`config.mk`:
```
export PLATFORM = sky130hd
export DESIGN_NAME = ifu_fetch_flat
export DESIGN_NICKNAME = d
export VERILOG_FILES = /design/src/rtl/ifu_fetch_pkg.sv /design/src/rtl/ifu_fetch_if.sv /design/src/rtl/ifu_predecode.sv /design/src/rtl/ifu_fetch.sv /design/src/flat_wrapper.sv
export SDC_FILE = /design/constraint.sdc
export NUM_CORES = 1
export LEC_CHECK = 0
export BUFFER_PORTS_ARGS = -buffer_cell sky130_fd_sc_hd__buf_2
export CELL_PAD_IN_SITES_DETAIL_PLACEMENT = 1
export CELL_PAD_IN_SITES_GLOBAL_PLACEMENT = 2
export CORE_AREA = 10 10 241 243
export CTS_BUF_LIST = sky130_fd_sc_hd__clkbuf_16
export DETAILED_ROUTE_END_ITERATION = 16
export DIE_AREA = 0 0 251 253
export HOLD_SLACK_MARGIN = 0.08
export PLACE_DENSITY = 0.74
export SLEW_MARGIN = 20
export SYNTH_ARGS = -nofsm -noshare
export SYNTH_HDL_FRONTEND = slang
export SYNTH_HIERARCHICAL = 1
export SYNTH_SLANG_ARGS = --single-unit
```
`constraint.sdc`:
```
create_clock -name clk -period 3.23 [get_ports clk]
set_input_delay 0.4845 -clock clk [delete_from_list [all_inputs] [get_ports clk]]
set_output_delay 0.4845 -clock clk [all_outputs]
set_load 0.05 [all_outputs]
```
`src/rtl/ifu_fetch_pkg.sv`:
```
// Shared constants for the instruction-fetch slice: reset vector, RV opcodes, FSM encoding.
package ifu_fetch_pkg;

  localparam logic [63:0] RESET_PC  = 64'h8000_0000;
  localparam logic [6:0]  OP_JAL    = 7'b1101111;
  localparam logic [6:0]  OP_BRANCH = 7'b1100011;

  typedef enum logic [2:0] {
    ST_IDLE  = 3'd0,
    ST_REQ   = 3'd1,
    ST_WAIT  = 3'd2,
    ST_HOLD  = 3'd3,
    ST_DRAIN = 3'd4
  } fetch_state_e;

endpackage

```
`src/rtl/ifu_fetch_if.sv`:
```
// Fetch-unit bus: redirect/stall from the pipeline, imem request/response, IF/ID output slot.
interface ifu_fetch_if #(
  parameter int PC_W   = 64,
  parameter int INST_W = 32
);
  logic              redirect_valid;
  logic [PC_W-1:0]   redirect_pc;
  logic              id_stall;
  logic              imem_req_valid;
  logic [PC_W-1:0]   imem_req_addr;
  logic              imem_req_ready;
  logic              imem_resp_valid;
  logic [INST_W-1:0] imem_resp_data;
  logic              if_valid;
  logic [PC_W-1:0]   if_pc;
  logic [INST_W-1:0] if_inst;
  logic              if_jump;

  modport master (
    input  redirect_valid, redirect_pc, id_stall,
    input  imem_req_ready, imem_resp_valid, imem_resp_data,
    output imem_req_valid, imem_req_addr,
    output if_valid, if_pc, if_inst, if_jump
  );

  modport slave (
    output redirect_valid, redirect_pc, id_stall,
    output imem_req_ready, imem_resp_valid, imem_resp_data,
    input  imem_req_valid, imem_req_addr,
    input  if_valid, if_pc, if_inst, if_jump
  );
endinterface

```
`src/rtl/ifu_predecode.sv`:
```
// Static branch predictor: JAL and backward conditional branches predicted taken.
module ifu_predecode
  import ifu_fetch_pkg::*;
#(
  parameter int PC_W = 64
) (
  input  logic [31:0]     inst_i,
  input  logic [PC_W-1:0] pc_i,
  output logic            pred_o,
  output logic [PC_W-1:0] target_o
);

  logic [PC_W-1:0] imm_j;
  logic [PC_W-1:0] imm_b;

  assign imm_j = {{(PC_W-20){inst_i[31]}}, inst_i[19:12], inst_i[20], inst_i[30:21], 1'b0};
  assign imm_b = {{(PC_W-12){inst_i[31]}}, inst_i[7], inst_i[30:25], inst_i[11:8], 1'b0};

  always_comb begin
    pred_o   = 1'b0;
    target_o = pc_i + PC_W'(4);
    if (inst_i[6:0] == OP_JAL) begin
      pred_o   = 1'b1;
      target_o = pc_i + imm_j;
    end else if (inst_i[6:0] == OP_BRANCH && inst_i[31]) begin
      pred_o   = 1'b1;
      target_o = pc_i + imm_b;
    end
  end

endmodule

```
`src/rtl/ifu_fetch.sv`:
```
// Single-outstanding instruction fetcher feeding the IF/ID register, with predecode and redirect/drain.
module ifu_fetch #(
  parameter int          PC_W     = 64,
  parameter int          INST_W   = 32,
  parameter logic [63:0] RESET_PC = ifu_fetch_pkg::RESET_PC
) (
  input logic         clk,
  input logic         rst,
  ifu_fetch_if.master bus
);
  import ifu_fetch_pkg::*;

  fetch_state_e      state_q, state_d;
  logic [PC_W-1:0]   pc_q, pc_d;
  logic              vld_q, vld_d;
  logic [PC_W-1:0]   ipc_q, ipc_d;
  logic [INST_W-1:0] inst_q, inst_d;
  logic              jump_q, jump_d;
  logic              pred;
  logic [PC_W-1:0]   target;
  logic              busy;

  ifu_predecode #(.PC_W(PC_W)) u_pdec (
    .inst_i   (bus.imem_resp_data),
    .pc_i     (pc_q),
    .pred_o   (pred),
    .target_o (target)
  );

  assign bus.imem_req_valid = (state_q == ST_REQ);
  assign bus.imem_req_addr  = pc_q;
  assign bus.if_valid       = vld_q;
  assign bus.if_pc          = ipc_q;
  assign bus.if_inst        = inst_q;
  assign bus.if_jump        = jump_q;

  always_comb begin
    state_d = state_q;
    pc_d    = pc_q;
    vld_d   = vld_q;
    ipc_d   = ipc_q;
    inst_d  = inst_q;
    jump_d  = jump_q;
    busy    = 1'b0;
    case (state_q)
      ST_IDLE:  state_d = ST_REQ;
      ST_REQ:   if (bus.imem_req_ready) state_d = ST_WAIT;
      ST_WAIT: begin
        if (bus.imem_resp_valid) begin
          vld_d   = 1'b1;
          ipc_d   = pc_q;
          inst_d  = bus.imem_resp_data;
          jump_d  = pred;
          pc_d    = target;
          state_d = ST_HOLD;
        end
      end
      ST_HOLD: begin
        if (!bus.id_stall) begin
          vld_d   = 1'b0;
          state_d = ST_REQ;
        end
      end
      ST_DRAIN: if (bus.imem_resp_valid) state_d = ST_REQ;
      default:  state_d = ST_IDLE;
    endcase
    // A request accepted but not yet answered must have its response swallowed in DRAIN.
    if (bus.redirect_valid) begin
      busy    = ((state_q == ST_WAIT || state_q == ST_DRAIN) && !bus.imem_resp_valid) ||
                (state_q == ST_REQ && bus.imem_req_ready);
      pc_d    = bus.redirect_pc;
      vld_d   = 1'b0;
      ipc_d   = '0;
      inst_d  = '0;
      jump_d  = 1'b0;
      state_d = busy ? ST_DRAIN : ST_REQ;
    end
  end

  always_ff @(posedge clk) begin
    if (rst) begin
      state_q <= ST_IDLE;
      pc_q    <= RESET_PC[PC_W-1:0];
      vld_q   <= 1'b0;
      ipc_q   <= '0;
      inst_q  <= '0;
      jump_q  <= 1'b0;
    end else begin
      state_q <= state_d;
      pc_q    <= pc_d;
      vld_q   <= vld_d;
      ipc_q   <= ipc_d;
      inst_q  <= inst_d;
      jump_q  <= jump_d;
    end
  end

endmodule
```
`src/flat_wrapper.sv`:
```
// flat-port wrapper written by rule: the top's interface ports become plain ports
module ifu_fetch_flat import ifu_fetch_pkg::*;
#(
  parameter int          PC_W     = 64,
  parameter int          INST_W   = 32,
  parameter logic [63:0] RESET_PC = ifu_fetch_pkg::RESET_PC
)
  (clk, rst, bus_redirect_valid, bus_redirect_pc, bus_id_stall, bus_imem_req_ready, bus_imem_resp_valid, bus_imem_resp_data, bus_imem_req_valid, bus_imem_req_addr, bus_if_valid, bus_if_pc, bus_if_inst, bus_if_jump);
  ifu_fetch_if #(.PC_W(PC_W), .INST_W(INST_W)) bus_i ();
  input logic clk;
  input logic rst;
  input wire logic [$bits(bus_i.redirect_valid)-1:0] bus_redirect_valid;
  input wire logic [$bits(bus_i.redirect_pc)-1:0] bus_redirect_pc;
  input wire logic [$bits(bus_i.id_stall)-1:0] bus_id_stall;
  input wire logic [$bits(bus_i.imem_req_ready)-1:0] bus_imem_req_ready;
  input wire logic [$bits(bus_i.imem_resp_valid)-1:0] bus_imem_resp_valid;
  input wire logic [$bits(bus_i.imem_resp_data)-1:0] bus_imem_resp_data;
  output wire logic [$bits(bus_i.imem_req_valid)-1:0] bus_imem_req_valid;
  output wire logic [$bits(bus_i.imem_req_addr)-1:0] bus_imem_req_addr;
  output wire logic [$bits(bus_i.if_valid)-1:0] bus_if_valid;
  output wire logic [$bits(bus_i.if_pc)-1:0] bus_if_pc;
  output wire logic [$bits(bus_i.if_inst)-1:0] bus_if_inst;
  output wire logic [$bits(bus_i.if_jump)-1:0] bus_if_jump;
  assign bus_i.redirect_valid = bus_redirect_valid;
  assign bus_i.redirect_pc = bus_redirect_pc;
  assign bus_i.id_stall = bus_id_stall;
  assign bus_i.imem_req_ready = bus_imem_req_ready;
  assign bus_i.imem_resp_valid = bus_imem_resp_valid;
  assign bus_i.imem_resp_data = bus_imem_resp_data;
  assign bus_imem_req_valid = bus_i.imem_req_valid;
  assign bus_imem_req_addr = bus_i.imem_req_addr;
  assign bus_if_valid = bus_i.if_valid;
  assign bus_if_pc = bus_i.if_pc;
  assign bus_if_inst = bus_i.if_inst;
  assign bus_if_jump = bus_i.if_jump;
  ifu_fetch #(.PC_W(PC_W), .INST_W(INST_W), .RESET_PC(RESET_PC)) u_core (.clk(clk), .rst(rst), .bus(bus_i));
endmodule
```
# Word level (Yosys, flattened, before mapping)
# Cells that the tools add are included.
[classes]
eq_ne = 12
add_sub_neg = 3
n_reduce_logical = 15
mux = 17
[ops]
columns = ["operator", "count"]
rows = [
  ["64-bit 2-to-1 mux", 5],
  ["64-bit adder", 2],
  ["64-bit by 3-bit adder with 64-bit output (second input constant)", 1],
  ["3-bit 2-to-1 mux", 6],
  ["3-bit one-hot mux with 5 select lines", 1],
  ["7-bit == test (second input constant)", 2],
  ["3-bit inequality test (second input constant)", 4],
  ["3-bit by 2-bit == test with 1-bit output (second input constant)", 2],
  ["2-bit nonzero test", 3],
  ["1-bit 2-to-1 mux", 4],
  ["2-bit inequality test (second input constant)", 2],
  ["2-bit AND reduction", 2],
  ["4-bit AND reduction", 1],
  ["3-bit by 1-bit == test with 1-bit output (second input constant)", 1],
  ["3-bit == test (second input constant)", 1],
  ["1-bit logical AND", 3],
  ["3-bit zero test", 1],
  ["3-bit AND reduction", 1],
  ["1-bit logical OR", 2],
  ["1-bit one-hot mux with 2 select lines", 1],
  ["2-bit OR reduction", 1],
  ["1-bit zero test", 1],
]
[totals]
wordCells = 53
in_bits = 102
reg_bits = 165
output_inout_bits = 163

# Depth between registers and ports, before layout
[logic_depth]
depth_word = 7
depth_mapped = 14
depth_no_buf = 14

# Cells and area by module
# Netlist, hierarchy kept.
[modules_own_cells]
columns = ["mod", "seq_area_each_um2", "cells_per_inst", "n_inst", "area_per_inst_um2"]
rows = [
  ["ifu_predecode", 0.0, 1354, 1, 8541.9],
  ["ifu_fetch", 3303.2, 810, 1, 6691.4],
]

# Least setup slack after synthesis
# Ideal clock, no wire load.
[synth_path]
kind = "flip-flop to flip-flop"
from = "reg u_core.pc_q[1], in the netlist u_core/bus.imem_req_addr[1]"
to = "reg u_core.pc_q[51], in the netlist u_core/bus.imem_req_addr[51]"
period_less_slack_ps = 3498
path_slack_ps = -268
n_path_buf = 0
required_ps = 3096
path_stages_with_launch = 15
setup_ps = 134
arrival_time_ps = 3365
path_cell_list = "dfxtp_1 > ha_1 > inv_1 > fa_1 > nand2b_1 > a21oi_1 > o211ai_1 > a31oi_2 > a31oi_2 > nor2_1 > a2111oi_0 > a311o_1 > a41o_1 > nor3_1 > nor4_1"
[synth_between]
elab_chain_cells = 6
word_cells_on_any_way = 8
cone_classes = "add/sub (3); mux (5)"
[synth_rtl]
columns = ["element", "line", "text"]
rows = [
  ["from (decl)", "ifu_fetch.sv:14", "logic [PC_W-1:0] pc_q, pc_d;"],
  ["from (signal assigned)", "ifu_fetch.sv:83", "pc_q <= RESET_PC[PC_W-1:0];"],
  ["from (signal assigned)", "ifu_fetch.sv:90", "pc_q <= pc_d;"],
  ["64-bit by 3-bit adder with 64-bit output / 64-bit adder (equally long branches)", "ifu_predecode.sv:21, ifu_predecode.sv:27", ""],
  ["64-bit 2-to-1 mux", "ifu_predecode.sv:25", "end else if (inst_i[6:0] == OP_BRANCH && inst_i[31]) begin"],
  ["64-bit 2-to-1 mux (*)", "ifu_predecode.sv:22", "if (inst_i[6:0] == OP_JAL) begin"],
  ["named net u_core.target[51]", "ifu_fetch.sv:20", "logic [PC_W-1:0] target;"],
  ["64-bit 2-to-1 mux (*)", "ifu_fetch.sv:49", "if (bus.imem_resp_valid) begin"],
  ["64-bit 2-to-1 mux (*)", "ifu_fetch.sv:45", "case (state_q)"],
  ["64-bit 2-to-1 mux (*)", "ifu_fetch.sv:68", "if (bus.redirect_valid) begin"],
]
# Mark *: on every way through the listed nets, which the timed path passes. The rest lies on a longest branch. The select of a mux whose other input is x is not followed.
# A chain may end at the register's enable or synchronous reset.

# Worst setup path in the final report
[layout_path]
from = "reg u_core.pc_q[3], in the netlist u_core/bus.imem_req_addr[3]"
to = "reg u_core.pc_q[43], in the netlist u_core/bus.imem_req_addr[43]"
# The elaborated chain is that of the path after synthesis.

==> summary.txt <==
CTS
  – Clk pin slew, worst setup/hold paths: 80 ps
  – CTS Buffer Depth: 2
  – CTS sink cnt: 165
  – CTS buffer count: 17
  – CTS root buf: clkbuf_16
  – Worst skew pair latency: 500 ps
  – H-tree depth: 4
  – CTS tree: done

Pwr
  – Internal: 4710 µW
  – Switch share: 41.1%
  – Logic pwr share: 45.2%
  – Pleak: 0.00981 µW
  – Power density cells: 342 nW/µm²
  – Clock power frac: 27.3%
  – Peak VDD IR: 0.455 mV
  – Sequential Power Share: 27.4%
  – Sw power: 3290 µW

Synthesis
  – Post-synth cell types: 97
  – Syn_nets: 2,344
  – Post-synth EDFFs: 0
  – Ys flop type: dfxtp_1
  – Async S/R FF share, synth: 0%
  – Ys Warns: 6
  – Synth Area per Inst: 7.04 µm²
  – FF+latch count, synth: 165
  – Synth Instances: 2,164
  – Sequential share of the synthesized area: 21.7%
  – Mapped cell area: 15,200 µm²

Place
  – Inst Count DP: 3,555
  – Port Buffer Count: 264
  – RD Place Congestion: 0.972
  – Dpl hpwl: 72,400 µm

STA
  – Worst Tran Pin Value: 979 ps
  – RSZ-0062 raised after global routing: true
  – Final Hold Viols: 0
  – Tmin final: 3290 ps
  – Fmax: 304 MHz
  – Skew final: 15.1 ps
  – Fin crit share: 102%
  – # setup viols final: 4
  – Setup WS post-layout: -63.0 ps
  – Max_slew headroom: 34.7%
  – Fin. max-slew vios: 0

Die
  – I/O pin count: 265
  – Num rows: 85
  – Die Area: 63,500 µm²
  – Die width: 251 µm
  – Die Ht: 253 µm
  – Initial Util: 28.6%
  – Core Area: 53,300 µm²

Route
  – DR DRC count: 0
  – Remaining antenna violation count: 0
  – Final Routed Wirelength: 90,400 µm
  – DRT iter0 DRCs: 961
  – Router iterations before antenna repair: 7
  – Wire per inst: 25.0 µm
  – Via count: 20,000
  – Vias per cell: 5.53

Status
  – Violated checks: negative setup slack
  – Status: complete, but fails checks

Worst setup path
  – Critical Path Sink Type: flop
  – Crit-path slowest cell: a31oi_4
  – Worst path max stage delay: 370 ps
  – Worst path bufs/invs: 4
  – Worst setup SP type: flop
  – Critical-path cell list: buf_4 -> ha_4 -> buf_4 -> nor2_1 -> a21oi_4 -> o211ai_1 -> a31oi_4 -> a31oi_4 -> buf_6 -> o22ai_4 -> buf_6 -> a311oi_4 -> nor3_1 -> nor4_1
  – Kind of critical path: reg2reg
  – Delay-heaviest family, CP: compound AO/OA/AOI/OAI gates
  – Crit-path max FO: 5
  – WP data required: 3610 ps
  – Arrival @ worst endpoint: 3670 ps

Layout
  – Final cell count without fillers: 3,621
  – Layout Nets: 3,091
  – Fill count: 6,712
  – Share of cells above drive strength 1: 40.8%
  – Finished Core Util: 43.9%
  – Commonest non-fill, non-tap cell in the layout: buf_4
  – Most frequent cells in the layout: buf_4 (591), nand2_1 (322), buf_2 (262)
  – Area Overhead vs Synth: 53.5%

Global route
  – Vias in the first global route: 21,300
  – First-pass GRT wire length: 133,000 µm
  – GR Util All Layers: 27.2%
  – Largest net degree at the start of global routing: 91
  – GRT overflow: 0
  – Initial antenna violation count: 2

Flow run
  – Max_cap viols: 0

Min path
  – Worst hold path class: in2reg
==> power by group through the flow <==
stage | Clock (µW) | Sequential (µW) | Combinational [µW]
final | 2190 | 2190 | 3620
after global routing | 2320 | 2200 | 3840
after CTS | 2260 | 2180 | 3380
after detailed placement | 0 | 2230 | 3270
after global placement | 0 | 2230 | 3220
after floorplan | 0 | 2460 | 1340
==> area by class of cell <==
cell class                 count  area [µm²]  share of cell area, %
clock buffer                  17         425                   1.82
antenna                        1        2.50                 0.0107
sequential                   165        3340                   14.3
multi-input combinational   1812       12200                   52.2
tap                          696         871                   3.72
timing repair buffer         886        6240                   26.7
inverter                      29         109                  0.466
clock inverter                15         178                  0.760
==> registers in the layout, indices dropped and copies added, names as in the netlist <==
name                      cells
u_core/bus.imem_req_addr     64
u_core/bus.if_inst           32
u_core/bus.if_valid           1
u_core/state_q                3
u_core/bus.if_pc             64
u_core/bus.if_jump            1
==> worst paths after layout <==
path / start / cells after the start / end / slack [ps]
max reg2reg: u_core/bus.imem_req_addr[3]$_SDFFE_PP0P_ / 14 / u_core/bus.imem_req_addr[43]$_SDFFE_PP0P_ / -60
min: bus_imem_resp_data[18] / 3 / u_core/bus.if_inst[18]$_SDFFE_PP0P_ / 240
min reg2reg: u_core/bus.if_pc[2]$_SDFFE_PP0P_ / 2 / u_core/bus.if_pc[2]$_SDFFE_PP0P_ / 450
max: u_core/bus.imem_req_addr[3]$_SDFFE_PP0P_ / 14 / u_core/bus.imem_req_addr[43]$_SDFFE_PP0P_ / -60
==> cells in the mapped netlist (5+ instances only) <==
cell type / n / share of area (%)
o21bai_1: 12 / 0.59
a221oi_1: 6 / 0.34
a21o_1: 33 / 1.6
mux2i_1: 9 / 0.59
nor2_1: 130 / 3.2
nor3_1: 166 / 5.5
a22oi_1: 16 / 0.79
nor4_1: 71 / 2.9
nor2b_1: 68 / 2.8
nand2b_1: 18 / 0.74
a21oi_2: 21 / 1.2
nand3_1: 49 / 1.6
and2_1: 10 / 0.41
o22ai_1: 37 / 1.5
a21oi_1: 227 / 7.5
o21ai_1: 23 / 0.76
a21boi_0: 9 / 0.44
xnor2_1: 55 / 3.2
xor2_1: 46 / 2.6
dfxtp_1: 165 / 22
buf_8: 16 / 1.6
or3_1: 12 / 0.49
buf_2: 25 / 0.82
o31ai_1: 5 / 0.25
and4_1: 12 / 0.69
o21a_1: 15 / 0.74
clkbuf_1: 101 / 2.5
a211oi_1: 24 / 1.2
o211ai_1: 18 / 0.89
and3_1: 26 / 1.1
inv_1: 29 / 0.71
a31oi_1: 12 / 0.49
o221ai_1: 7 / 0.40
nand4_1: 54 / 2.2
ha_1: 76 / 6.2
buf_4: 9 / 0.44
or2_2: 10 / 0.41
o21ai_0: 110 / 3.6
nand2_1: 323 / 8.0
==> through the flow <==
stage          setup TNS (ps)  power [µW]  cell area, µm²  hold WS [ps]  setup WS [ps]
2_1_floorplan               0        3790           15200           431           4.85
3_3_place_gp           -20620        5450           21200           440           -827
3_5_place_dp           -24420        5500           21200           445           -847
4_1_cts                 -97.7        7830           22300           208          -37.7
5_1_grt                 -2310        8360           23400           231           -168
6_report                 -101        7990           23400           241          -63.0
==> repair_timing <==
item	CTS	global route
resized for setup	83	203
setup buffers	12	26
pin swaps	34	114
setup endpoints to repair	37	42
hold buffers	0	0
==> logic make-up (layout without fill, tap and decap cells) <==
group | after synthesis | in the layout | share of synthesized area, %
fa+ha+maj | 78 | 78 | 6.51
flops | 165 | 165 | 21.7
other cells | 0 | 1 | 0
simple gates | 983 | 983 | 32.1
mux | 12 | 12 | 0.813
compound gates | 638 | 638 | 26.7
buf+inv | 187 | 947 | 6.48
xor+xnor | 101 | 101 | 5.81
==> worst register-to-register path: stages, from the launching register on <==
cell and delay (ps):
dfxtp_2 350, buf_4 140, ha_4 180, buf_4 150
nor2_1 300, a21oi_4 130, o211ai_1 340, a31oi_4 200
a31oi_4 370, buf_6 160, o22ai_4 80, buf_6 140
a311oi_4 310, nor3_1 100, nor4_1 230
==> per-layer routing <==
| metal | track usage, % | routed length, µm |
|---|---|---|
| met5 | 0 | 0 |
| met4 | 17.5 | 5330 |
| met3 | 3.69 | 3230 |
| met2 | 49.7 | 46900 |
| met1 | 28.9 | 34900 |
Note: power is estimated with default switching activity, not from simulation.
